[src/rtl/fetch_unit.sv]
// Instruction-fetch stage: holds the PC, fetches one instruction over a req/ack
// handshake, presents it to decode until retired, then selects the next PC.
module fetch_unit #(
  parameter int unsigned          WORD      = 64,
  parameter int unsigned          INSTR_LEN = 32,
  parameter logic [WORD-1:0]      RESET_PC  = '0
) (
  input  logic                    clk,
  input  logic                    reset,
  output logic                    imem_req,
  output logic [WORD-1:0]         imem_addr,
  input  logic                    imem_ack,
  input  logic [INSTR_LEN-1:0]    imem_rdata,
  input  logic                    instr_done,
  input  logic                    branch,
  input  logic                    branch_if_zero,
  input  logic                    branch_if_not_zero,
  input  logic                    zero,
  input  logic [WORD-1:0]         extended_instruction,
  output logic [INSTR_LEN-1:0]    instruction,
  output logic                    instr_valid,
  output logic [WORD-1:0]         pc
);

  typedef enum logic [1:0] {
    S_FETCH = 2'd0,
    S_WAIT  = 2'd1,
    S_HOLD  = 2'd2
  } state_e;

  state_e                 state_q, state_d;
  logic [WORD-1:0]        pc_q, pc_d;
  logic [INSTR_LEN-1:0]   instr_q, instr_d;
  logic                   valid_q, valid_d;
  logic                   req_q, req_d;

  logic                   take;
  logic [WORD-1:0]        seq_pc;
  logic [WORD-1:0]        branch_pc;
  logic [WORD-1:0]        next_pc;

  always_comb begin
    take      = branch | (branch_if_zero & zero) | (branch_if_not_zero & ~zero);
    seq_pc    = pc_q + WORD'(4);
    branch_pc = pc_q + (extended_instruction << 2);
    next_pc   = take ? branch_pc : seq_pc;
  end

  // FETCH with req_q low is the idle cycle right after reset: the request is
  // raised one cycle after reset drops, and any ack seen then is ignored.
  always_comb begin
    state_d = state_q;
    pc_d    = pc_q;
    instr_d = instr_q;
    valid_d = valid_q;
    req_d   = req_q;
    unique case (state_q)
      S_FETCH: begin
        if (!req_q) begin
          req_d = 1'b1;
        end else if (imem_ack) begin
          instr_d = imem_rdata;
          valid_d = 1'b1;
          req_d   = 1'b0;
          state_d = S_HOLD;
        end else begin
          state_d = S_WAIT;
        end
      end
      S_WAIT: begin
        if (imem_ack) begin
          instr_d = imem_rdata;
          valid_d = 1'b1;
          req_d   = 1'b0;
          state_d = S_HOLD;
        end
      end
      S_HOLD: begin
        if (instr_done) begin
          pc_d    = {next_pc[WORD-1:2], pc_q[1:0]};
          valid_d = 1'b0;
          req_d   = 1'b1;
          state_d = S_FETCH;
        end
      end
      default: begin
        valid_d = 1'b0;
        req_d   = 1'b0;
        state_d = S_FETCH;
      end
    endcase
  end

  always_ff @(posedge clk) begin
    if (reset) begin
      state_q <= S_FETCH;
      pc_q    <= RESET_PC;
      instr_q <= '0;
      valid_q <= 1'b0;
      req_q   <= 1'b0;
    end else begin
      state_q <= state_d;
      pc_q    <= pc_d;
      instr_q <= instr_d;
      valid_q <= valid_d;
      req_q   <= req_d;
    end
  end

  assign imem_req    = req_q;
  assign imem_addr   = pc_q;
  assign pc          = pc_q;
  assign instruction = instr_q;
  assign instr_valid = valid_q;

endmodule

[config.mk]
export PLATFORM = sky130hd
export DESIGN_NAME = fetch_unit
export DESIGN_NICKNAME = d
export VERILOG_FILES = /design/src/rtl/fetch_unit.sv
export SDC_FILE = /design/constraint.sdc
export NUM_CORES = 1
export LEC_CHECK = 0
export BUFFER_PORTS_ARGS = -buffer_cell sky130_fd_sc_hd__buf_2
export CAP_MARGIN = 20
export CORE_ASPECT_RATIO = 1.1
export CORE_MARGIN = 2
export CORE_UTILIZATION = 30
export CTS_BUF_LIST = sky130_fd_sc_hd__clkbuf_16
export CTS_CLUSTER_DIAMETER = 150
export CTS_CLUSTER_SIZE = 10
export DETAILED_ROUTE_END_ITERATION = 8
export HOLD_SLACK_MARGIN = 0.08
export RECOVER_POWER = 25
export SYNTH_ARGS = -nofsm -noshare
export SYNTH_HDL_FRONTEND = slang
export SYNTH_SLANG_ARGS = --single-unit
[constraint.sdc]
create_clock -name clk -period 5.7 [get_ports clk]
set_input_delay 0.855 -clock clk [delete_from_list [all_inputs] [get_ports clk]]
set_output_delay 0.855 -clock clk [all_outputs]
set_load 0.02 [all_outputs]
Word level (Yosys, flattened, before mapping):

Index checks and enable logic that the tools add are counted.

* register bits: 98
* input bits: 104
* output and inout port bits: 162
* word-level logic and storage cells: 42

* $add $sub $neg: 2
* eq/ne operators: 5
* muxes and demuxes: 18
* bitwise operators: 5
* reductions and logical operators: 7

Operators by type and width (count)
* adder 64 x 3 -> 64 bit (second input constant): 1
* adder 64 bit: 1
* 2-to-1 mux 32 bit: 2
* 2-to-1 mux 64 bit: 1
* case mux 32 bit (2 select lines): 1
* 2-to-1 mux 2 bit: 4
* AND reduction 2 bit: 4
* 2-to-1 mux 1 bit: 7
* != test 2 bit (second input constant): 3
* case mux 1 bit (3 select lines): 2
* case mux 2 bit (3 select lines): 1
* AND reduction 3 bit: 1
* AND 1 bit: 2
* == test 2 x 1 -> 1 bit (second input constant): 1
* == test 2 bit (second input constant): 1
* zero test 2 bit: 1
* bitwise OR 1 bit: 2
* nonzero test 2 bit: 1
* inverter 1 bit: 1

Depth between registers and ports, before layout:

* depth in word-level cells: 4
* gate-level depth with buffers: 18
* depth with buffers taken out: 17

Worst setup path after synthesis:

OpenSTA, ideal clock, no wires.

* path type: input to register
* start: input port branch_if_not_zero
* end: register pc_q[61] (netlist: imem_addr[61])
* arrival: 4410 ps
* data required time: 5583 ps
* slack: 1173 ps
* stages on the path: 16
* path buffers: 1
* path through: nor2b_1 a211oi_1 clkbuf_1 nor2b_1 ha_1 a21o_1 a21oi_2 a21oi_2 or4_4 a211oi_2 a211oi_1 o211ai_2 a21oi_2 o2111a_1 or3_1 a32o_1

* longest elaborated chain between the ends: 3

Ends and longest elaborated chain
* from (decl): line 17 `input logic branch_if_not_zero,`
* AND 1 bit: line 43 `take = branch | (branch_if_zero & zero) | (branch_if_not_zero & ~zero);`
* bitwise OR 1 bit: line 43
* 2-to-1 mux 64 bit: line 46 `next_pc = take ? branch_pc : seq_pc;`
* to (signal assigned): line 103 `pc_q <= pc_d;`
* to (decl): line 32 `logic [WORD-1:0] pc_q, pc_d;`

Every way passes these cells.
A chain may end at the register's enable or synchronous reset.

Worst setup path after layout:

* start: input port branch_if_not_zero
* end: register pc_q[56] (netlist: imem_addr[56])

The elaborated chain is that of the path after synthesis.

==> results.cfg <==
[place]
post-place-ws_ps = 664.3
dpl.cell_count = 1554
dpl.hpwl_um = 17500
gp_congestion = 0.8446
port_buffers = 259

[critical_path]
worst_ep_arrival_time_ps = 4970
cp_data_required_time_ps = 5990
endpoint = imem_addr[56]$_SDFFE_PP0P_
worstPathCellList = buf_2 -> nor2b_1 -> a211oi_4 -> buf_12 -> or2_2 -> ha_1 -> inv_1 -> fa_1 -> nor2b_1 -> o21a_1 -> o21ai_1 -> a21oi_1 -> o21ai_0 -> a2111oi_2 -> o311ai_1 -> nand3b_1 -> a31oi_1 -> xor2_1 -> a21oi_1
reg2reg_depth = 14
r2r-start = imem_addr[2]$_SDFFE_PP0P_
critPathCaptureType = flop
critPathBufInv = 3
start_kind = primary input
cpMaxStageDelayCell = a2111oi_2
cp_num_cells = 19
rrSetupSlack_ps = 1980
path_class = primary input to flop
r2r-end = imem_addr[56]$_SDFFE_PP0P_
crit_fanout = 63
crit_start = branch_if_not_zero
slowest_delay_ps = 680
cpLargestDelayFamily = compound AO/OA/AOI/OAI gates

[floorplanning]
ios = 266
design.die.area_mm2 = 0.02726
die_w_um = 157.6
die_h_um = 173.0
rows = 61
core-area_mm2 = 0.02542
initial_core_util_pct = 30.64

[finish]
stdcell_count = 1570
drive_above_1_share_pct = 21.65
fin_util_pct = 36.11
nNetsFinal = 1385
antennaDiodeCount = 0
multi_input_area_mm2 = 0.005077
area_growth_pct = 17.85
seq_area_mm2 = 0.001962
n_fill_cell = 2750

[clock_tree]
cts_tree = built
clock-sinks = 98
clk_pin_slew_worst_paths_ps = 80
clk_path_buf_depth = 2
numCtsBuffers = 9
post-cts-setup-buffer-count = 0
cts_resized = 0
cts_max_level = 3
cts-root-buf = clkbuf_16
holdBufCountCts = 0
insertion_delay_ps = 350

[status]
violations = max-capacitance violations, max-slew violations
outcome = finished, violations left

[drt]
vias = 7802
wire_per_inst_um = 14.78
drt-total-wl_um = 23200
firstDrtPassIters = 6
drt_drc_violations_left = 0
ant_nets = 0
drt_iter0_markers = 378
vias_per_cell = 4.969

[synthesis]
muxShareOfSynthArea_pct = 0.4017
yosysTopAreaCellShare_pct = 25.19
yosysUniqueCellTypes = 69
synth_adder_area_share_pct = 10.06
netlist_area_mm2 = 0.007787
async_flop_share_pct = 0
synth_enable_flop_cells = 0
synth.largest_area_cell = dfxtp_1
postSynthAreaPerCell_um2 = 7.340
synthXorXnorAreaFrac_pct = 4.836
synth_top_family_by_area = simple AND/OR/NAND/NOR gates
yosys-top-cells-area = dfxtp_1 (25%), ha_1 (9.8%), a21oi_1 (9.3%)
ys_ff_latch = 98
ys.flop_type = dfxtp_1
syn_inst = 1061
synth_compound_area_share_pct = 24.28
synth-simple-area-share_pct = 25.22
ys.warnings.count = 0
yosysSeqAreaShare_pct = 25.19

[timing]
setup_viol_count_final = 0
worst_hold_slack_ps = 457.4
fin_crit_ps = 4684
hold_viol = 0
relSlewSlack_pct = -30.37
finalWorstSetupSlack_ps = 1016
fmax_mhz = 213.5
skew_ps = 9.351
final_max_slew_viol_count = 35
fin_crit_sh_pct = 82.18
worst_pin_slew_ps = 1955
fin_setup_tns_ps = 0
rsz0062_at_grt = no

[global_route]
overflow = 0
antenna_found_initial = 0
grt_pass1_wl_um = 37330
grt_start_max_net_pins = 92
grt_pass1_vias = 7369
grt_use_total_pct = 16.76

[worst_hold_path]
min_path_type = flop to flop

[pwr]
irDropWorstVdd_v = 0.0001088
power.density_mw_per_mm2 = 197.0
leakage_nw = 4.381

[flow_run]
drv_cap = 1
-- per-stage QoR --
step | total power, mW | cell area, um^2
CTS | 1.848 | 9220
global placement | 1.179 | 8886
global route | 1.918 | 9178
finish | 1.808 | 9178
floorplan | 1.060 | 7799
detailed placement | 1.187 | 8914
-- tightest hold or removal path, stage by stage, from the launching register on --
cell,delay (ps)
dfxtp_1,310
nand2_1,50
a21oi_1,50
-- flip-flops by register name (all words and copies together), names as in the netlist --
name,flops
imem_addr,62
instruction,32
state_q,2
imem_req,1
instr_valid,1
-- cell usage after synthesis, drive strengths merged, types with 5 or more instances --
cell / n
and2: 5
and3: 6
xnor2: 20
o21a: 7
nand3: 29
nand4: 10
or3: 6
clkbuf: 48
a21boi: 5
nor3: 14
o31ai: 7
nand2: 188
a211oi: 11
nor2b: 71
nand2b: 11
o21bai: 12
nor2: 39
o21ai: 49
buf: 73
a21oi: 147
inv: 18
dfxtp: 98
xor2: 23
ha: 61
a31oi: 6
a21o: 37
-- how the worst min path moves through the flow --
| stage | start | end | depth (start not counted) |
|---|---|---|---|
| 2_1_floorplan | state_q[1]$_SDFFE_PP0P_ | state_q[0]$_SDFFE_PP0P_ | 1 |
| 3_5_place_dp | instruction[8]$_SDFFE_PP0P_ | instruction[8]$_SDFFE_PP0P_ | 2 |
| 3_3_place_gp | instruction[27]$_SDFFE_PP0P_ | instruction[27]$_SDFFE_PP0P_ | 2 |
| 4_1_cts | instruction[8]$_SDFFE_PP0P_ | instruction[8]$_SDFFE_PP0P_ | 2 |
| 5_1_grt | instruction[3]$_SDFFE_PP0P_ | instruction[3]$_SDFFE_PP0P_ | 2 |
| 6_report | instruction[5]$_SDFFE_PP0P_ | instruction[5]$_SDFFE_PP0P_ | 2 |
-- cells in the final DEF (no fill, tap or decap), types with 7 or more instances in the layout --
master	instances
nand4_1	10
o21bai_1	12
inv_1	18
nor2_1	38
dfxtp_1	98
o21ai_1	7
nor3_1	14
ha_1	61
xor2_1	23
a211oi_1	9
clkbuf_16	9
o21a_1	7
nor2b_1	71
a21o_1	37
nand3_1	28
buf_2	225
o21ai_0	42
clkbuf_1	34
xnor2_1	20
nand2_1	188
a21oi_1	144
nand2b_1	11
-- logic make-up after synthesis --
| group | after synthesis |
|---|---|
| and+or+nand+nor | 406 |
| AOI/OAI and AO/OA | 309 |
| buffers and inverters | 139 |
| DFF | 98 |
| adders and majority gates | 62 |
| xor gates and xnor gates | 43 |
| muxes | 3 |
| other | 1 |
-- power by group --
part / total, mW / leakage [nW] / internal [mW] / switching, mW
clock network: 0.642 / 0.150 / 0.314 / 0.328
registers: 0.735 / 0.794 / 0.713 / 0.0219
logic: 0.431 / 3.44 / 0.160 / 0.271
-- metal layers --
layer	vias up	GRT usage (%)	wire, um
li1	3955	-	-
met1	3615	21.50	10510
met2	211	29.24	11200
met3	21	2.406	1073
met4	0	4.242	410
met5	-	0	0
-- cell type report --
type | count | share of cell area (%)
Multi-Input combinational cell | 827 | 55.32
Sequential cell | 98 | 21.38
Timing Repair Buffer | 265 | 14.51
Tap cell | 346 | 4.717
Clock buffer | 9 | 2.454
Clock inverter | 7 | 0.8862
Inverter | 18 | 0.7362
Power figures use the tool's default switching activity.
